==> src/rtl/gb_timer_if.sv <==
// rtl/gb_timer_if.sv - CPU memory-bus bundle between the CPU and the timer responder
interface gb_timer_if;
    logic [15:0] a;
    logic [7:0]  wdata;
    logic        rd;
    logic        wr;
    logic [7:0]  rdata;
    logic        hit;

    modport master (output a, wdata, rd, wr, input rdata, hit);
    modport slave  (input a, wdata, rd, wr, output rdata, hit);
endinterface

==> src/rtl/gb_timer.sv <==
// rtl/gb_timer.sv - DIV/TIMA/TMA/TAC timer with overflow reload and one-clk interrupt pulse
module gb_timer #(
    parameter logic [15:0] BASE = 16'hFF04
) (
    input  logic        clk,
    input  logic        rst,
    gb_timer_if.slave   bus,
    output logic        irq
);
    typedef enum logic {RUN, OVF} state_e;

    state_e      state_q, state_d;
    logic [15:0] counter_q, counter_d;
    logic [7:0]  tima_q, tima_d;
    logic [7:0]  tma_q, tma_d;
    logic [2:0]  tac_q, tac_d;
    logic        sig_d_q;
    logic [7:0]  rdata_q, rdata_d;
    logic        hit_q, hit_d;
    logic        irq_q, irq_d;

    logic        sel, div_wr, tima_wr, tma_wr, tac_wr;
    logic        tick_bit, sig, inc;
    logic [7:0]  reg_val;

    assign sel     = (bus.a[15:2] == BASE[15:2]);
    assign div_wr  = bus.wr && sel && (bus.a[1:0] == 2'd0);
    assign tima_wr = bus.wr && sel && (bus.a[1:0] == 2'd1);
    assign tma_wr  = bus.wr && sel && (bus.a[1:0] == 2'd2);
    assign tac_wr  = bus.wr && sel && (bus.a[1:0] == 2'd3);

    always_comb begin
        tick_bit = 1'b0;
        case (tac_q[1:0])
            2'd0: tick_bit = counter_q[9];
            2'd1: tick_bit = counter_q[3];
            2'd2: tick_bit = counter_q[5];
            2'd3: tick_bit = counter_q[7];
            default: tick_bit = 1'b0;
        endcase
    end

    // Falling-edge detect: a DIV clear or TAC change that drops sig also counts.
    assign sig = tac_q[2] & tick_bit;
    assign inc = sig_d_q & ~sig;

    always_comb begin
        reg_val = 8'hFF;
        case (bus.a[1:0])
            2'd0: reg_val = counter_q[15:8];
            2'd1: reg_val = tima_q;
            2'd2: reg_val = tma_q;
            2'd3: reg_val = {5'b11111, tac_q};
            default: reg_val = 8'hFF;
        endcase
    end

    always_comb begin
        counter_d = div_wr ? 16'h0000 : counter_q + 16'h0001;
        tma_d     = tma_wr ? bus.wdata : tma_q;
        tac_d     = tac_wr ? bus.wdata[2:0] : tac_q;
        hit_d     = bus.rd && sel;
        rdata_d   = (bus.rd && sel) ? reg_val : 8'hFF;
    end

    always_comb begin
        state_d = state_q;
        tima_d  = tima_q;
        irq_d   = 1'b0;
        case (state_q)
            RUN: begin
                if (tima_wr) begin
                    tima_d = bus.wdata;
                end else if (inc) begin
                    if (tima_q == 8'hFF) begin
                        tima_d  = 8'h00;
                        state_d = OVF;
                    end else begin
                        tima_d = tima_q + 8'h01;
                    end
                end
            end
            OVF: begin
                // A CPU write to TIMA here cancels the pending reload and interrupt.
                state_d = RUN;
                if (tima_wr) begin
                    tima_d = bus.wdata;
                end else begin
                    tima_d = tma_d;
                    irq_d  = 1'b1;
                end
            end
            default: state_d = RUN;
        endcase
    end

    always_ff @(posedge clk or negedge rst) begin
        if (!rst) begin
            state_q   <= RUN;
            counter_q <= 16'h0000;
            tima_q    <= 8'h00;
            tma_q     <= 8'h00;
            tac_q     <= 3'b000;
            sig_d_q   <= 1'b0;
            rdata_q   <= 8'hFF;
            hit_q     <= 1'b0;
            irq_q     <= 1'b0;
        end else begin
            state_q   <= state_d;
            counter_q <= counter_d;
            tima_q    <= tima_d;
            tma_q     <= tma_d;
            tac_q     <= tac_d;
            sig_d_q   <= sig;
            rdata_q   <= rdata_d;
            hit_q     <= hit_d;
            irq_q     <= irq_d;
        end
    end

    assign bus.rdata = rdata_q;
    assign bus.hit   = hit_q;
    assign irq       = irq_q;
endmodule

==> src/flat_wrapper.sv <==
// flat-port wrapper written by rule: the top's interface ports become plain ports
module gb_timer_flat 
#(
    parameter logic [15:0] BASE = 16'hFF04
)
  (clk, rst, irq, bus_a, bus_wdata, bus_rd, bus_wr, bus_rdata, bus_hit);
  gb_timer_if bus_i ();
  input  logic clk;
  input  logic rst;
  output logic irq;
  input wire logic [$bits(bus_i.a)-1:0] bus_a;
  input wire logic [$bits(bus_i.wdata)-1:0] bus_wdata;
  input wire logic [$bits(bus_i.rd)-1:0] bus_rd;
  input wire logic [$bits(bus_i.wr)-1:0] bus_wr;
  output wire logic [$bits(bus_i.rdata)-1:0] bus_rdata;
  output wire logic [$bits(bus_i.hit)-1:0] bus_hit;
  assign bus_i.a = bus_a;
  assign bus_i.wdata = bus_wdata;
  assign bus_i.rd = bus_rd;
  assign bus_i.wr = bus_wr;
  assign bus_rdata = bus_i.rdata;
  assign bus_hit = bus_i.hit;
  gb_timer #(.BASE(BASE)) u_core (.clk(clk), .rst(rst), .bus(bus_i), .irq(irq));
endmodule
==> config.mk <==
export PLATFORM = sky130hd
export DESIGN_NAME = gb_timer_flat
export DESIGN_NICKNAME = d
export VERILOG_FILES = /design/src/rtl/gb_timer_if.sv /design/src/rtl/gb_timer.sv /design/src/flat_wrapper.sv
export SDC_FILE = /design/constraint.sdc
export NUM_CORES = 1
export LEC_CHECK = 0
export ABC_CLOCK_PERIOD_IN_PS = 2200
export CAP_MARGIN = 20
export CELL_PAD_IN_SITES_DETAIL_PLACEMENT = 1
export CELL_PAD_IN_SITES_GLOBAL_PLACEMENT = 1
export CORE_UTILIZATION = 42
export CTS_CLUSTER_DIAMETER = 40
export CTS_CLUSTER_SIZE = 10
export DETAILED_ROUTE_END_ITERATION = 10
export PLACE_DENSITY = 0.85
export SKIP_CTS_REPAIR_TIMING = 1
export SYNTH_ARGS = -nofsm -noshare
export SYNTH_HDL_FRONTEND = slang
export SYNTH_SLANG_ARGS = --single-unit
==> constraint.sdc <==
create_clock -name clk -period 2.2 [get_ports clk]
set_input_delay 0.22 -clock clk [delete_from_list [all_inputs] [get_ports clk]]
set_output_delay 0.22 -clock clk [all_outputs]
set_load 0.02 [all_outputs]
### After elaboration in Yosys (flattened, before gate mapping)

Index checks and enable logic that the tools add are counted.

* output and inout bits: 10
* word-level logic and storage cells: 48
* bits of input ports: 28
* register bits after elaboration: 47

* bitwise operators: 4
* muxes and demuxes: 16
* equality and inequality tests: 9
* reductions and logical operators: 8
* add/sub/neg operators: 2

Operators with widths (number)
* $mux W8: 6
* $pmux W8 S4: 1
* $add A16 B1 Y16 const B: 1
* $mux W16: 1
* $pmux W8 S2: 1
* $eq A14 B14 Y1 const B: 1
* $add A8 B1 Y8 const B: 1
* $eq A2 B2 Y1 const B: 4
* $eq A8 B8 Y1 const B: 1
* $logic_and A1 B1 Y1: 6
* $mux W1: 5
* $eq A2 B1 Y1 const B: 2
* $logic_not A2 Y1: 2
* $pmux W1 S4: 1
* $ne A3 B1 Y1 const B: 1
* $and A1 B1 Y1: 2
* $not A1 Y1: 2
* $pmux W1 S2: 1

### Depth between registers and ports, before layout

Gate-level depths: netlist of run 1.

* depth in word-level cells: 8
* mapped depth: 7
* depth with buffers taken out: 6

### Worst setup path before layout of run 1

OpenSTA, ideal clock, no wires.

* path type: input to register
* start: in bus_a[3]
* end: reg u_core.tac_q[0]
* library setup time: 0.125 ns
* stages: 5
* path slack: 0.127 ns
* arrival time: 1.949 ns
* data required time: 2.075 ns
* path buffers: 1
* cells stage by stage: or4b_4 > or4_1 > buf_4 > nor2_1 > mux2_2

* cells in the longest elaborated chain, start to end: 3

Ends and longest elaborated chain
* from (decl): RTL line flat_wrapper.sv:11 `input wire logic [$bits(bus_i.a)-1:0] bus_a;`
* $eq A14 B14 Y1: RTL line gb_timer.sv:26 `assign sel = (bus.a[15:2] == BASE[15:2]);`
* $logic_and A1 B1 Y1 (2 in series): RTL line gb_timer.sv:30 `assign tac_wr = bus.wr && sel && (bus.a[1:0] == 2'd3);`
* to (signal assigned): RTL line gb_timer.sv:113 `tac_q <= tac_d;`
* to (decl): RTL line gb_timer.sv:16 `logic [2:0] tac_q, tac_d;`

No other way between the ends.
A chain may end at the register's enable or synchronous reset.

### Final worst setup path of run 1

* start: in bus_a[5]
* end: reg u_core.tima_q[4]

* cells in the longest elaborated chain, start to end: 6
* elaborated cells between the ends (all ways): 9
* classes of those cells: eq/ne (2); mux (4); reduce/logical (3)

Ends and longest elaborated chain
* $eq A14 B14 Y1 (*): RTL line gb_timer.sv:26
* $logic_and A1 B1 Y1 (*): RTL line gb_timer.sv:28, gb_timer.sv:29
* $logic_and A1 B1 Y1: RTL line gb_timer.sv:29 `assign tma_wr = bus.wr && sel && (bus.a[1:0] == 2'd2);`
* $mux W8: RTL line gb_timer.sv:60 `tma_d = tma_wr ? bus.wdata : tma_q;`
* $mux W8: RTL line gb_timer.sv:86 `if (tima_wr) begin`
* $pmux W8 S2: RTL line gb_timer.sv:70 `case (state_q)`
* to (signal assigned): RTL line gb_timer.sv:111 `tima_q <= tima_d;`
* to (decl): RTL line gb_timer.sv:14 `logic [7:0] tima_q, tima_d;`

Mark *: on every way between the ends. The rest lies on a longest branch, timed or not.

==> results of run 1 <==
## Yosys cell counts (2+ instances only)
library cell / n / area, µm²
nand2b_1: 6 / 37.5
o31a_1: 3 / 26.3
nor4_1: 3 / 18.8
nor3_1: 7 / 35.0
nor2b_1: 9 / 56.3
o21ai_1: 2 / 10.0
nand4_1: 5 / 31.3
o21ai_0: 13 / 65.1
mux2i_1: 3 / 30.0
and2_1: 3 / 18.8
or2_2: 2 / 12.5
dfrtp_1: 39 / 976
nand3b_1: 3 / 22.5
mux2_2: 15 / 169
nor3b_1: 3 / 22.5
a211oi_1: 2 / 15.0
a21o_1: 2 / 15.0
a221oi_1: 2 / 17.5
buf_2: 2 / 10.0
a21oi_1: 12 / 60.1
xnor2_1: 7 / 61.3
o32ai_1: 4 / 35.0
nand2_1: 23 / 86.3
and3_1: 2 / 12.5
nand3_1: 11 / 55.1
or3_1: 4 / 25.0
clkbuf_1: 11 / 41.3
mux4_2: 4 / 90.1
ha_1: 2 / 25.0
o22ai_1: 7 / 43.8
xor2_1: 3 / 26.3
inv_1: 7 / 26.3
o221ai_1: 2 / 17.5
nor2_1: 18 / 67.6
dfstp_2: 8 / 210
## flip-flops by register name (all words and copies together), names as in the netlist
| register | count |
|---|---|
| u_core.counter_q | 16 |
| u_core.bus.hit | 1 |
| u_core.irq | 1 |
| u_core.state_q | 1 |
| u_core.tac_q | 3 |
| u_core.bus.rdata | 8 |
| u_core.tima_q | 8 |
| u_core.sig_d_q | 1 |
| u_core.tma_q | 8 |
## stage by stage
step	hold WS, ns	total power [mW]	area (µm²)	setup slack (ns)	setup TNS, ns
final	-0.00429	1.72	3470	0.0516	0
after global routing	0.0451	1.78	3470	-0.00197	-0.00197
after CTS	0.0273	1.72	3430	-0.130	-1.14
after detailed placement	0.360	1.09	3320	-0.443	-11.51
after global placement	0.348	1.08	3320	-0.355	-9.40
after floorplan	-0.0756	0.982	2690	0.127	0
## power by group
part	internal [mW]	switching, mW	leakage [nW]
clock network	0.341	0.306	0.0524
logic	0.0864	0.0857	0.793
registers	0.883	0.0190	0.589
total	1.31	0.411	1.43
## layer usage
metal	track usage	vias up	routed length, µm
met5	0	-	0
li1	-	1119	-
met4	0.104	0	204
met1	0.353	1225	3540
met2	0.461	91	4180
met3	0.0478	22	491
## logic make-up after synthesis
group                      Yosys count  share of synthesized area
adders and majority gates            2                    0.00931
AOI/OAI and AO/OA                   64                      0.162
buffers and inverters               21                     0.0317
xor gates and xnor gates            10                     0.0326
and+or+nand+nor                    106                      0.215
DFF                                 47                      0.441
muxes                               22                      0.108
## how the worst max path moves through the flow
stage | startpoint | endpoint | slack [ns] | cells past startpoint
after detailed placement | bus_a[3] | u_core.tac_q[2] | -0.44 | 6
after CTS | bus_a[3] | u_core.tac_q[2] | -0.13 | 6
final | bus_a[5] | u_core.tima_q[4] | 0.05 | 7
after floorplan | bus_a[3] | u_core.tac_q[0] | 0.13 | 5
after global routing | bus_a[5] | u_core.tima_q[4] | -0.002 | 7
after global placement | bus_a[3] | u_core.tac_q[1] | -0.36 | 6
## cell type report
| cell class | count | area [µm²] | share of cell area |
|---|---|---|---|
| multi-input combinational | 204 | 1440 | 0.413 |
| inverter | 7 | 26.3 | 0.00757 |
| timing repair buffer | 66 | 624 | 0.180 |
| sequential | 47 | 1190 | 0.342 |
| tap | 75 | 93.8 | 0.0270 |
| clock inverter | 1 | 30.0 | 0.00865 |
| clock buffer | 7 | 76.3 | 0.0220 |
==> results.ini, run 1 <==
[routing]
drt_pass1_iterations=4
vias=2457
drtIter0Drc=191
wl_per_cell_um=20.7
drc=0
ant_nets=0
viasPerCell=6.04
wirelength_um=8420

[synthesis]
synth_area_per_cell_um2=9.88
ys_ff_latch=47
yosysWarnings=0
ys_seq_area_frac=0.441
synthFlopType=dfrtp_1
syn-num-nets=302
ys_types=58
synth_edf_count=0
synthCells=272
syn_area_um2=2690
synthArstFlopShare=1.00

[cells_and_area]
final_util=0.573
mostFrequentLayoutCell=dfrtp_1
area_growth_syn_to_layout_pct=29.2
nFillCells=673
final_cell_mix=dfrtp_1, clkdlybuf4s50_1, buf_4
drive_gt1_frac=0.229
antenna_cells=0
nNetsFinal=361
layoutNonFillerInstCount=407

[setup_path]
cp_num_buf_inv=2
cpPeakStageDelay_ns=0.56
critPathTopFamily=simple AND/OR/NAND/NOR gates
r2r_start=u_core.tac_q[1]
critPathSlowestCell=or4b_4
r2r_end=u_core.tima_q[5]
path_cells=clkdlybuf4s50_1 > or4b_4 > or4_4 > buf_8 > o31a_1 > a31oi_1 > o22ai_1
start_kind=input pin
rrSetupSlack_ns=0.13
required_ns=2.39
r2r_cells=6
crit_fanout=8
arrival_ns=2.34
end_kind=flop
worstSetupPathType=input pin to flop

[hold_path]
min_path_type=input pin to asynchronous set/reset pin

[run_status]
status=finished, violations left
violations=negative hold slack

[cts]
cts-htree-levels=2
clkSlewWorstSetupHoldPaths_ns=0.09
cts_buffers=5
clkLatencyLatePin_ns=0.30
cts_tree=yes
clockBufferDepth=2
cts-root-buf=clkbuf_8
cts.sinks=47

[timing]
relSlewSlack=0.594
slew_viol_final=0
setup_viol=0
finalHoldViolCount=4
fin_crit_ns=2.15
max_freq_mhz=465
fin_hold_ws_ns=-0.00429
tightest_slew_ns=0.610
fin_skew_ns=0.00539
finalCritPeriodShare=0.977

[flow_run]
cap_viol_max_count=0

[grt]
grt_pass1_vias=2592
grt_pass1_wl_um=13600
antenna_found_initial=0
grt_usage=0.276
overflow=0
grt_start_max_net_pins=48

[placement]
io_buffers=37
dp.cells=398
hpwl_um=6200
gp_congestion=0.852

[die]
coreArea_um2=6060
fp.dieH_um=82.0
die_w_um=82.0
ios=38
num_rows=28
start_util=0.443
dieArea_um2=6720

[power]
power_density_nw_per_um2=495
vdd_drop_max_mv=0.285
leakage_nw=1.43

No activity file was read; power rests on OpenSTA's default activity.
==> run 2, diff against run 1 <==
- GPL_TIMING_DRIVEN: unset -> 0
==> run 2 against run 1 <==
- the run now ends clean
- register-to-register slack gained 0.03 ns
- worst hold slack improved by 0.31 ns
- first-iteration DRC count decreased by 11%
- clock power fell by 19%
- global-route usage fell by 1.7 points
- sequential power barely moved
- non-clock buffer count down 12
- sequential cell count stayed put
- sequential share of layout area grew 1.7 points
- cell count fell by 2.9%
- highest routed layer unchanged
==> results.ini, run 2 (synthesis gave the netlist of run 1 again) <==
[timing]
fin_skew_ns=0.00614
fin_crit_ns=2.09
finalHoldViolCount=0
fin_setup_tns_ns=0
rsz0062_at_grt=false
fin_hold_ws_ns=0.303
setup_slack_ns=0.105
slew_viol_final=0
setup_viol=0
max_freq_mhz=477
relSlewSlack=0.394
tightest_slew_ns=0.903
finalCritPeriodShare=0.952

[cells_and_area]
final_cell_mix=dfrtp_1, clkdlybuf4s50_1, nand2_1
drive_gt1_frac=0.172
largest_register_ffs=16
area_growth_syn_to_layout_pct=23.2
fin_area_um2=3310
nNetsFinal=349
antenna_cells=0
top_register=u_core.counter_q
nFillCells=700
final_util=0.546
layoutNonFillerInstCount=395
mostFrequentLayoutCell=dfrtp_1

[die]
ios=38
fp.dieH_um=82.0
coreArea_um2=6060
die_w_um=82.0
num_rows=28
dieArea_um2=6720
start_util=0.443

[routing]
vias=2385
ant_nets=0
viasPerCell=6.04
wl_per_cell_um=20.3
drtIter0Drc=170
drc=0
wirelength_um=8040
drt_pass1_iterations=4

[power]
switching_share=0.257
vdd_drop_max_mv=0.288
comb_power_share=0.103
pwr-share-seq=0.567
power_density_nw_per_um2=480
total_power_mw=1.59
p_switching_mw=0.409
clkPwrFrac=0.329
leakage_nw=1.35
power.internal_mw=1.18

[setup_path]
required_ns=2.37
worstSetupPathType=input pin to flop
critPathTopFamily=simple AND/OR/NAND/NOR gates
end_kind=flop
cp_num_buf_inv=2
start_kind=input pin
critPathSlowestCell=or4_4
crit_fanout=5
path_cells=clkdlybuf4s50_1 > nand4_1 > or4_4 > buf_2 > o31a_1 > nand3b_1 > o311ai_1
arrival_ns=2.27
cpPeakStageDelay_ns=0.64

[grt]
grt_pass1_vias=2478
grt_start_max_net_pins=30
grt_usage=0.258
antenna_found_initial=0
grt_pass1_wl_um=12800
overflow=0

[placement]
place_area_um2=3160
dp_slack_ns=-0.554
dp.cells=384
hpwl_um=5840
io_buffers=36
gp_congestion=0.926

[flow_run]
cap_viol_max_count=0

[cts]
cts.sinks=47
clkSlewWorstSetupHoldPaths_ns=0.09
cts_tree=yes
cts-root-buf=clkbuf_8
cts-htree-levels=2
clockBufferDepth=2
clkLatencyLatePin_ns=0.30
cts_buffers=5

[run_status]
status=finished, final reports clean

[hold_path]
min_path_type=input pin to flop

run 2: worst paths after layout:
kind                                      from                  end  slack [ns]  depth (start not counted)
min                                   bus_a[5]       u_core.bus.hit        0.30                          3
max in group asynchronous                  rst  u_core.bus.rdata[7]        1.22                          3
max                                  bus_a[14]     u_core.tima_q[3]        0.11                          7
min in group asynchronous                  rst      u_core.tac_q[0]        0.39                          2
min reg2reg                u_core.counter_q[0]  u_core.counter_q[0]        0.54                          1
max reg2reg                u_core.counter_q[7]     u_core.tima_q[6]        0.16                          6
run 2: power groups by stage:
stage | registers [mW] | logic, mW | clock network [mW]
6_report | 0.902 | 0.164 | 0.524
3_5_place_dp | 0.918 | 0.162 | 0
4_1_cts | 0.902 | 0.163 | 0.528
3_3_place_gp | 0.916 | 0.151 | 0
5_1_grt | 0.904 | 0.179 | 0.567
2_1_floorplan | 0.913 | 0.0691 | 0
run 2: routing by layer:
layer	wire [µm]	track usage	vias up
met5	0	0	-
met1	3550	0.339	1209
met2	4100	0.434	60
li1	-	-	1103
met3	253	0.0300	13
met4	136	0.0965	0
run 2: worst register-to-register path, cell delays in order (launching register included):
cell	delay, ns
dfrtp_1	0.44
mux4_2	0.55
a21oi_1	0.21
clkbuf_2	0.27
nand2_1	0.08
a211o_1	0.29
o21ai_1	0.13
run 2: area by class of cell:
cell class | instances | area [µm²] | area share
Clock inverter | 3 | 15.0 | 0.00453
Multi-Input combinational cell | 204 | 1440 | 0.436
Tap cell | 75 | 93.8 | 0.0283
Inverter | 7 | 26.3 | 0.00793
Sequential cell | 47 | 1190 | 0.358
Clock buffer | 5 | 68.8 | 0.0208
Timing Repair Buffer | 40 | 408 | 0.123
Buffer | 14 | 70.1 | 0.0212
==> run 3, diff against run 2 <==
- ABC_AREA: unset -> 1
- CORE_UTILIZATION: 42 -> 40
==> run 3 against run 2 <==
- combinational power up 18%
- die area increased by 4.0%
- wire length decreased by 8.8%
- global-route usage fell by 3.0 points
- clock power shrank 2%
- cell area decreased by 2.2%
- count of clock-buffer cells in the layout unchanged
- power up 2.1%
- largest cell class unchanged
- largest power group unchanged
==> results.ini, run 3 <==
[run_status]
status=finished, final reports clean

[power]
power_density_nw_per_um2=501
vdd_drop_max_mv=0.307
power.internal_mw=1.19
p_switching_mw=0.437
clkPwrFrac=0.318
switching_share=0.269
comb_power_share=0.119
total_power_mw=1.62
pwr-share-seq=0.563
leakage_nw=1.66

[cells_and_area]
largest_register_ffs=16
nNetsFinal=417
layoutNonFillerInstCount=465
antenna_cells=0
drive_gt1_frac=0.0954
fin_area_um2=3240
mostFrequentLayoutCell=nand2_1
area_growth_syn_to_layout_pct=21.6
final_cell_mix=nand2_1, inv_1, dfrtp_1
top_register=u_core.counter_q

[routing]
viasPerCell=5.37
vias=2497
drc=0
drtIter0Drc=117
drt_pass1_iterations=4
wl_per_cell_um=15.8
ant_nets=0
wirelength_um=7330

[timing]
finalCritPeriodShare=0.844
finalHoldViolCount=0
max_freq_mhz=538
setup_slack_ns=0.342
relSlewSlack=0.569
rsz0062_at_grt=false
fin_crit_ns=1.86
tightest_slew_ns=0.644
slew_viol_final=0
fin_skew_ns=0.00372
setup_viol=0

[placement]
gp_congestion=0.829
io_buffers=37
place_area_um2=3150
hpwl_um=5720
dp.cells=456
dp_slack_ns=0.0707

[cts]
clkSlewWorstSetupHoldPaths_ns=0.09
clockBufferDepth=2
cts_buffers=5
cts-root-buf=clkbuf_8
cts.sinks=47
cts-htree-levels=2
clkLatencyLatePin_ns=0.30
cts_tree=yes

[die]
coreArea_um2=6390
ios=38
start_util=0.417
fp.dieH_um=83.6
die_w_um=83.6
num_rows=29
dieArea_um2=6990

[setup_path]
start_kind=input pin
critPathSlowestCell=clkdlybuf4s50_1
r2r_end=u_core.counter_q[10]
required_ns=2.40
arrival_ns=2.06
end_kind=flop
rrSetupSlack_ns=0.40
cp_num_buf_inv=3
path_cells=clkdlybuf4s50_1 > clkbuf_1 > nand3_1 > nand3b_1 > inv_1
cpPeakStageDelay_ns=0.69
crit_fanout=10
worstSetupPathType=input pin to flop
r2r_cells=10
critPathTopFamily=buffers and inverters
r2r_start=u_core.counter_q[0]

[synthesis]
ys_ff_latch=47
synth_fa_ha_area_frac=0.00939
yosys.area.top_type=dfrtp_1
synth_area_leaders=dfrtp_1, nand2_1, dfstp_2
synthFlopType=dfrtp_1
syn_area_um2=2660
synth.area.mux_share=0
yosysWarnings=0
synth_edf_count=0
synth.top_cell.area_share=0.366
syn-num-nets=371
synthArstFlopShare=1.00
synthMostInstantiatedCell=nand2_1
synthXorXnorAreaFrac=0.0263
synth_top_family_by_area=simple AND/OR/NAND/NOR gates
ys_seq_area_frac=0.445
ys_types=36
synthCells=341
synth_simple_gate_area_share=0.361
synth_area_per_cell_um2=7.81
synth-compound-area-share=0.0770
synthTopCellsByCount=nand2_1, inv_1, dfrtp_1

[grt]
grt_start_max_net_pins=34
antenna_found_initial=0
grt_pass1_vias=2675
grt_pass1_wl_um=12800
grt_usage=0.229
overflow=0

[hold_path]
min_path_type=input pin to asynchronous set/reset pin

[flow_run]
cap_viol_max_count=0

## run 3: cell types whose count changed in the layout (fill, tap and decap cells not counted), moves of 14 or more
cell,before,now
nand4_1,5,19
nand2_1,23,83
inv_1,7,46
nor2_1,17,34
nand3_1,11,34
mux2_2,15,0
## run 3: power by group through the flow
stage          logic, mW  clock network (mW)  registers [mW]
6_report           0.194               0.516           0.914
2_1_floorplan     0.0856                   0           0.921
4_1_cts            0.195               0.529           0.914
3_5_place_dp       0.193                   0           0.931
3_3_place_gp       0.179                   0           0.928
5_1_grt            0.216               0.559           0.917
## run 3: area by class of cell
type                    count  area [µm²]
inverters                  51         191
clock buffers               5        68.8
multi-input cells         239        1260
clock inverters             3        15.0
well taps                  77        96.3
plain buffers               4        23.8
fillers                   796        3150
flip-flops and latches     47        1190
repair buffers             39         395
## run 3: routing by layer
layer / vias to the layer above / part of all wire / GRT usage / wire, µm
met1: 1215 / 0.47 / 0.310 / 3430
li1: 1217 / - / - / -
met2: 58 / 0.49 / 0.383 / 3570
met5: - / 0 / 0 / 0
met4: 0 / 0.010 / 0.0616 / 73
met3: 7 / 0.035 / 0.0336 / 256
## run 3: worst max path at each step
stage / start / endpoint / slack (ns) / cells past startpoint
floorplan: u_core.counter_q[0] / u_core.counter_q[10] / 0.76 / 10
finish: bus_wr / u_core.counter_q[3] / 0.34 / 5
detailed placement: bus_wr / u_core.counter_q[3] / 0.07 / 5
CTS: bus_wr / u_core.counter_q[3] / 0.39 / 5
global route: bus_wr / u_core.counter_q[5] / 0.20 / 5
global placement: rst / u_core.tima_q[2] / -0.40 / 1
## run 3: metrics by stage
step	TNS [ns]	hold slack, ns	utilization
3_5_place_dp	0	0.146	0.493
5_1_grt	0	0.363	0.507
2_1_floorplan	0	-0.0756	-
4_1_cts	0	-0.186	0.506
6_report	0	0.341	0.507
3_3_place_gp	-15.49	0.484	0.490
## run 3: cells by family (layout without fill, tap and decap cells)
logic type	Yosys count	count (layout)
AND/OR/NAND/NOR	198	198
flip-flops	47	47
buffers and inverters	55	102
adder cells (fa/ha/maj)	2	2
AO/OA/AOI/OAI	31	31
XOR/XNOR	8	8
==> RTL edit 1: new RTL, settings of run 3 <==
The output `irq` loses its register stage (`irq_q` becomes a continuous assignment).
--- a/src/rtl/gb_timer.sv
+++ b/src/rtl/gb_timer.sv
@@ -105,5 +105,4 @@
             rdata_q   <= 8'hFF;
             hit_q     <= 1'b0;
-            irq_q     <= 1'b0;
         end else begin
             state_q   <= state_d;
@@ -115,7 +114,8 @@
             rdata_q   <= rdata_d;
             hit_q     <= hit_d;
-            irq_q     <= irq_d;
         end
     end
+
+    assign irq_q = irq_d;
 
     assign bus.rdata = rdata_q;
Formal check against the unedited RTL: same outputs for any inputs over 10 cycles, from zero or initial values and one cycle with rst low; that may be too few to reach the edited logic, so the function may still have changed.
==> RTL edit 1 against run 3 <==
- cell area rose by 0.27%
- setup slack got worse by 0.15 ns
- sequential cell count fell by 1
- count of clock-buffer cells in the layout is 1 higher
- core utilization rose by 0.43 points
- total power is 6.7% higher
- clock power is 25% higher
- worst hold slack improved by 0.022 ns
- synthesized area decreased by 0.94%
- routed wire length grew 2.8%
- synthesized cell count is 0.29% lower
- largest cell class unchanged
==> RTL edit 1: results <==
group,metric,value,unit
detailed_routing,routedWlPerCell,16.2,um
final_layout,final_nets,416,
worst_setup_path,r2r_slack,0.40,ns
final_layout,largest_register_ffs,16,
final_layout,regMostFlops,"u_core.counter_q",
detailed_routing,ant_nets,0,
timing,setup_tns,0,ns
yosys,synthCells,340,
yosys,async_reset_ff_share,100,%
worst_setup_path,cp-startpoint,"bus_a[7]",
timing,finClkSkew,0.00808,ns
grt,grt_max_degree,31,
power,intPower,1.29,mW
power,vdd_ir_drop_max,0.238,mV
placed_design,dp_hpwl,5810,um
clock_tree,cts_root_buf,"clkbuf_8",
grt,antenna_found_initial,0,
worst_setup_path,rr_worst_depth,10,
clock_tree,clk_pin_slew_worst_paths,0.09,ns
worst_setup_path,cp-endpoint,"irq",
detailed_routing,vias_per_cell,5.48,
yosys,synth_area_leaders,"dfrtp_1 36%, nand2_1 12%, dfstp_2 8.0%, inv_1 6.5%, nand3_1 6.4%",
worst_setup_path,crit_fanout,10,
timing,tightest_slew,0.642,ns
yosys,ys_seq_area_share,44.0,%
yosys,ys.warnings.count,0,
worst_setup_path,critPathArrivalTime,1.79,ns
grt,grt_usage,23.9,%
yosys,synth_common_cells,"83 x nand2_1, 46 x inv_1, 38 x dfrtp_1, 34 x nand3_1, 34 x nor2_1",
detailed_routing,dr.pass1.iters,4,
clock_tree,ctsHtreeMaxLevel,2,
final_layout,n_fill_cell,797,
clock_tree,numCtsBuffers,5,
placed_design,port_buffers,37,
worst_setup_path,cpPeakStageDelay,0.45,ns
worst_setup_path,r2r_end,"u_core.counter_q[10]",
yosys,synthDistinctLibCells,36,
yosys,ys.flop_type,"dfrtp_1",
min_path,hold_path_class,"in -> async",
run_status,outcome,"complete, no violations",
final_layout,drive_gt1_share,9.30,%
power,p_leak,1.67,nW
clock_tree,insertion_delay,0.31,ns
worst_setup_path,r2r-start,"u_core.counter_q[0]",
grt,grt_pass1_wl,13100,um
yosys,syn_nets,370,
final_layout,antenna-diode-count,0,
placed_design,gp_congestion,0.806,
placed_design,pre_cts_ws,-0.177,ns
worst_setup_path,critPathSlowestCell,"clkdlybuf4s50_1",
detailed_routing,first_iter_violations,91,
clock_tree,cts_buffer_depth,2,
grt,grt_pass1_vias,2669,
timing,min_period,2.01,ns
worst_setup_path,cp_top_family,"simple AND/OR/NAND/NOR gates",
final_layout,instances_no_fill,464,
-- RTL edit 1: cell type report --
class / count / area share, %
well taps: 77 / 2.97
clock buffers: 6 / 2.23
plain buffers: 4 / 0.732
flip-flops and latches: 46 / 35.7
inverters: 51 / 5.89
repair buffers: 39 / 12.2
multi-input cells: 239 / 39.0
clock inverters: 2 / 1.16
-- RTL edit 1: metrics by stage --
| step | hold WS, ns | util, % | area, um^2 |
|---|---|---|---|
| 2_1_floorplan | -0.0756 | - | 2640 |
| 3_3_place_gp | 0.485 | 48.9 | 3110 |
| 3_5_place_dp | 0.184 | 49.1 | 3120 |
| 4_1_cts | -0.156 | 50.9 | 3230 |
| 5_1_grt | 0.411 | 51.2 | 3250 |
| 6_report | 0.363 | 51.2 | 3250 |
-- RTL edit 1: how the worst min path moves through the flow --
stage / endpoint / cells after the start / slack (ns) / start
final: u_core.counter_q[4] / 2 / 0.36 / rst
after global routing: u_core.counter_q[4] / 2 / 0.41 / rst
after CTS: u_core.counter_q[4] / 1 / -0.16 / rst
after detailed placement: u_core.counter_q[4] / 1 / 0.18 / rst
after global placement: u_core.tma_q[3] / 2 / 0.49 / u_core.tma_q[3]
after floorplan: u_core.bus.hit / 0 / -0.08 / rst
-- RTL edit 1: logic make-up after synthesis --
group,Yosys count,synth area share (%)
AOI/OAI and AO/OA,31,7.78
and+or+nand+nor,198,36.5
adders and majority gates,2,0.948
buffers and inverters,55,8.16
xor gates and xnor gates,8,2.66
DFF,46,44.0
-- RTL edit 1: metal layers --
layer  routed length, um  global-route usage (%)
met2                3710                    39.7
met5                   0                       0
met4                 112                    7.52
met3                 307                    4.17
met1                3410                    31.7
-- RTL edit 1: power groups by stage --
stage,clock [mW],combinational (mW),sequential (mW)
detailed placement,0,0.191,0.911
global placement,0,0.177,0.909
finish,0.645,0.192,0.895
CTS,0.654,0.192,0.895
floorplan,0,0.0856,0.902
global route,0.690,0.219,0.899
==> RTL edit 2: new RTL, flow settings as in run 3 <==
Made on the original files. Make the reset (`rst`) synchronous in one clocked block.
--- a/src/rtl/gb_timer.sv
+++ b/src/rtl/gb_timer.sv
@@ -95,5 +95,5 @@
     end
 
-    always_ff @(posedge clk or negedge rst) begin
+    always_ff @(posedge clk) begin
         if (!rst) begin
             state_q   <= RUN;
Function: differs if rst is asserted again (counterexample within 4 cycles, from zero or initial values and one cycle with rst low); with rst held inactive, the same outputs for 10 cycles.
==> RTL edit 2 against run 3 <==
- setup slack improved by 0.076 ns
- routed wire length decreased by 6.8%
- register-to-register slack improved by 0.02 ns
- synthesized cell count increased by 0.59%
- cell area decreased by 8.3%
- synthesized area decreased by 8.9%
- via count decreased by 3.2%
- global-route usage increased by 0.13 points
- total power decreased by 5.9%
- sequential cell count unchanged
- critical endpoint is now u_core.counter_q[14]
- largest cell class unchanged
- highest routed layer unchanged
==> RTL edit 2: results <==
group,metric,value,unit
worst_setup_path,cpPeakStageDelay,0.36,ns
placed_design,gp_congestion,0.781,
clock_tree,insertion_delay,0.30,ns
grt,grt_pass1_vias,2487,
placed_design,dp_hpwl,5460,um
yosys,synth_area_leaders,"dfxtp_1 39%, nand2_1 12%, nor2_1 7.1%, inv_1 6.5%, nand3_1 5.0%",
grt,grt_max_degree,17,
min_path,hold_depth,3,
worst_setup_path,rr_worst_depth,10,
yosys,ys.warnings.count,0,
grt,grt_pass1_wl,11400,um
detailed_routing,first_iter_violations,91,
yosys,ys_seq_area_share,38.8,%
clock_tree,numCtsBuffers,5,
run_status,outcome,"complete, no violations",
yosys,synthXorXnorAreaFrac,1.81,%
final_layout,largest_register_ffs,16,
clock_tree,cts_buffer_depth,2,
timing,tightest_slew,0.644,ns
placed_design,port_buffers,36,
final_layout,antenna-diode-count,0,
final_layout,regMostFlops,"u_core.counter_q",
yosys,async_reset_ff_share,0,%
clock_tree,clk_pin_slew_worst_paths,0.10,ns
yosys,synth_compound_area_share,14.4,%
worst_setup_path,critPathSlowestCell,"dfxtp_1",
detailed_routing,dr.pass1.iters,4,
power,p_leak,1.16,nW
min_path,hold_path_class,"in -> reg",
detailed_routing,drt_wl_total,6830,um
final_layout,final_nets,416,
final_layout,drive_gt1_share,9.30,%
power,vdd_ir_drop_max,0.382,mV
timing,finClkSkew,0.00931,ns
yosys,synthMuxAreaShare,0,%
yosys,synth_common_cells,"77 x nand2_1, 47 x dfxtp_1, 46 x nor2_1, 42 x inv_1, 24 x nand3_1",
detailed_routing,vias_per_cell,5.23,
clock_tree,ctsHtreeMaxLevel,2,
yosys,synth_fa_ha_area_share,1.03,%
grt,grt_usage,23.0,%
worst_setup_path,crit_fanout,4,
grt,antenna_found_initial,0,
yosys,synthDistinctLibCells,36,
worst_setup_path,critPathArrivalTime,1.97,ns
yosys,syn_nets,373,
clock_tree,cts_root_buf,"clkbuf_8",
-- RTL edit 2: changes by cell type after synthesis, moves of 6 or more --
cell | run 3 | this run
nand3_1 | 34 | 24
dfstp_2 | 8 | 0
nand4_1 | 19 | 9
nor2_1 | 34 | 46
dfrtp_1 | 39 | 0
dfxtp_1 | 0 | 47
nand2_1 | 83 | 77
o21ai_1 | 7 | 1
a21oi_1 | 3 | 17
-- RTL edit 2: cell families (layout without fill, tap and decap cells) --
logic type | Yosys count | after routing
and+or+nand+nor | 182 | 182
buffers and inverters | 54 | 98
AOI/OAI and AO/OA | 53 | 53
DFF | 47 | 47
xor gates and xnor gates | 5 | 5
adders and majority gates | 2 | 2
-- RTL edit 2: power by group --
part | switching (mW) | total [mW] | internal [mW]
sequential | 0.00308 | 0.858 | 0.855
combinational | 0.0615 | 0.118 | 0.0568
clock | 0.321 | 0.551 | 0.231
total | 0.385 | 1.53 | 1.14
-- RTL edit 2: through the flow --
step / power, mW / setup slack, ns / cell area [um^2] / std cells / hold WS [ns]
after floorplan: 0.922 / 0.699 / 2430 / 343 / 0.364
after global placement: 0.993 / 0.201 / 2880 / 454 / 0.429
after detailed placement: 0.997 / 0.129 / 2880 / 454 / 0.441
after CTS: 1.55 / 0.397 / 2970 / 462 / 0.356
after global routing: 1.59 / 0.199 / 2970 / 462 / 0.370
final: 1.53 / 0.418 / 2970 / 462 / 0.366
-- RTL edit 2: area by class of cell --
cell class,instances,area (um^2)
multi-input combinational,242,1270
clock inverter,3,22.5
inverter,46,173
sequential,47,941
tap,75,93.8
timing repair buffer,36,360
fill,769,2910
clock buffer,5,68.8
buffer,8,43.8
-- RTL edit 2: worst max-delay path: cells and delay by family, from the launching register on --
family	cells	cell delay, ns
AND/OR/NAND/NOR	8	1.02
adder cells (fa/ha/maj)	1	0.19
buffers and inverters	1	0.09
flip-flops	1	0.36
-- RTL edit 2: metal layers --
metal  vias up  track usage (%)  wire length, um
li1       1223                -                -
met1      1145             27.9             3120
met2        36             41.3             3440
met3        13             3.89              163
met4         0             6.79              106
met5         -                0                0
-- RTL edit 2: final timing paths --
kind	from	endpoint	slack (ns)
max	u_core.counter_q[0]	u_core.counter_q[14]	0.42
min	bus_wr	u_core.tma_q[0]	0.37
max reg2reg	u_core.counter_q[0]	u_core.counter_q[14]	0.42
min reg2reg	u_core.counter_q[0]	u_core.counter_q[0]	0.46
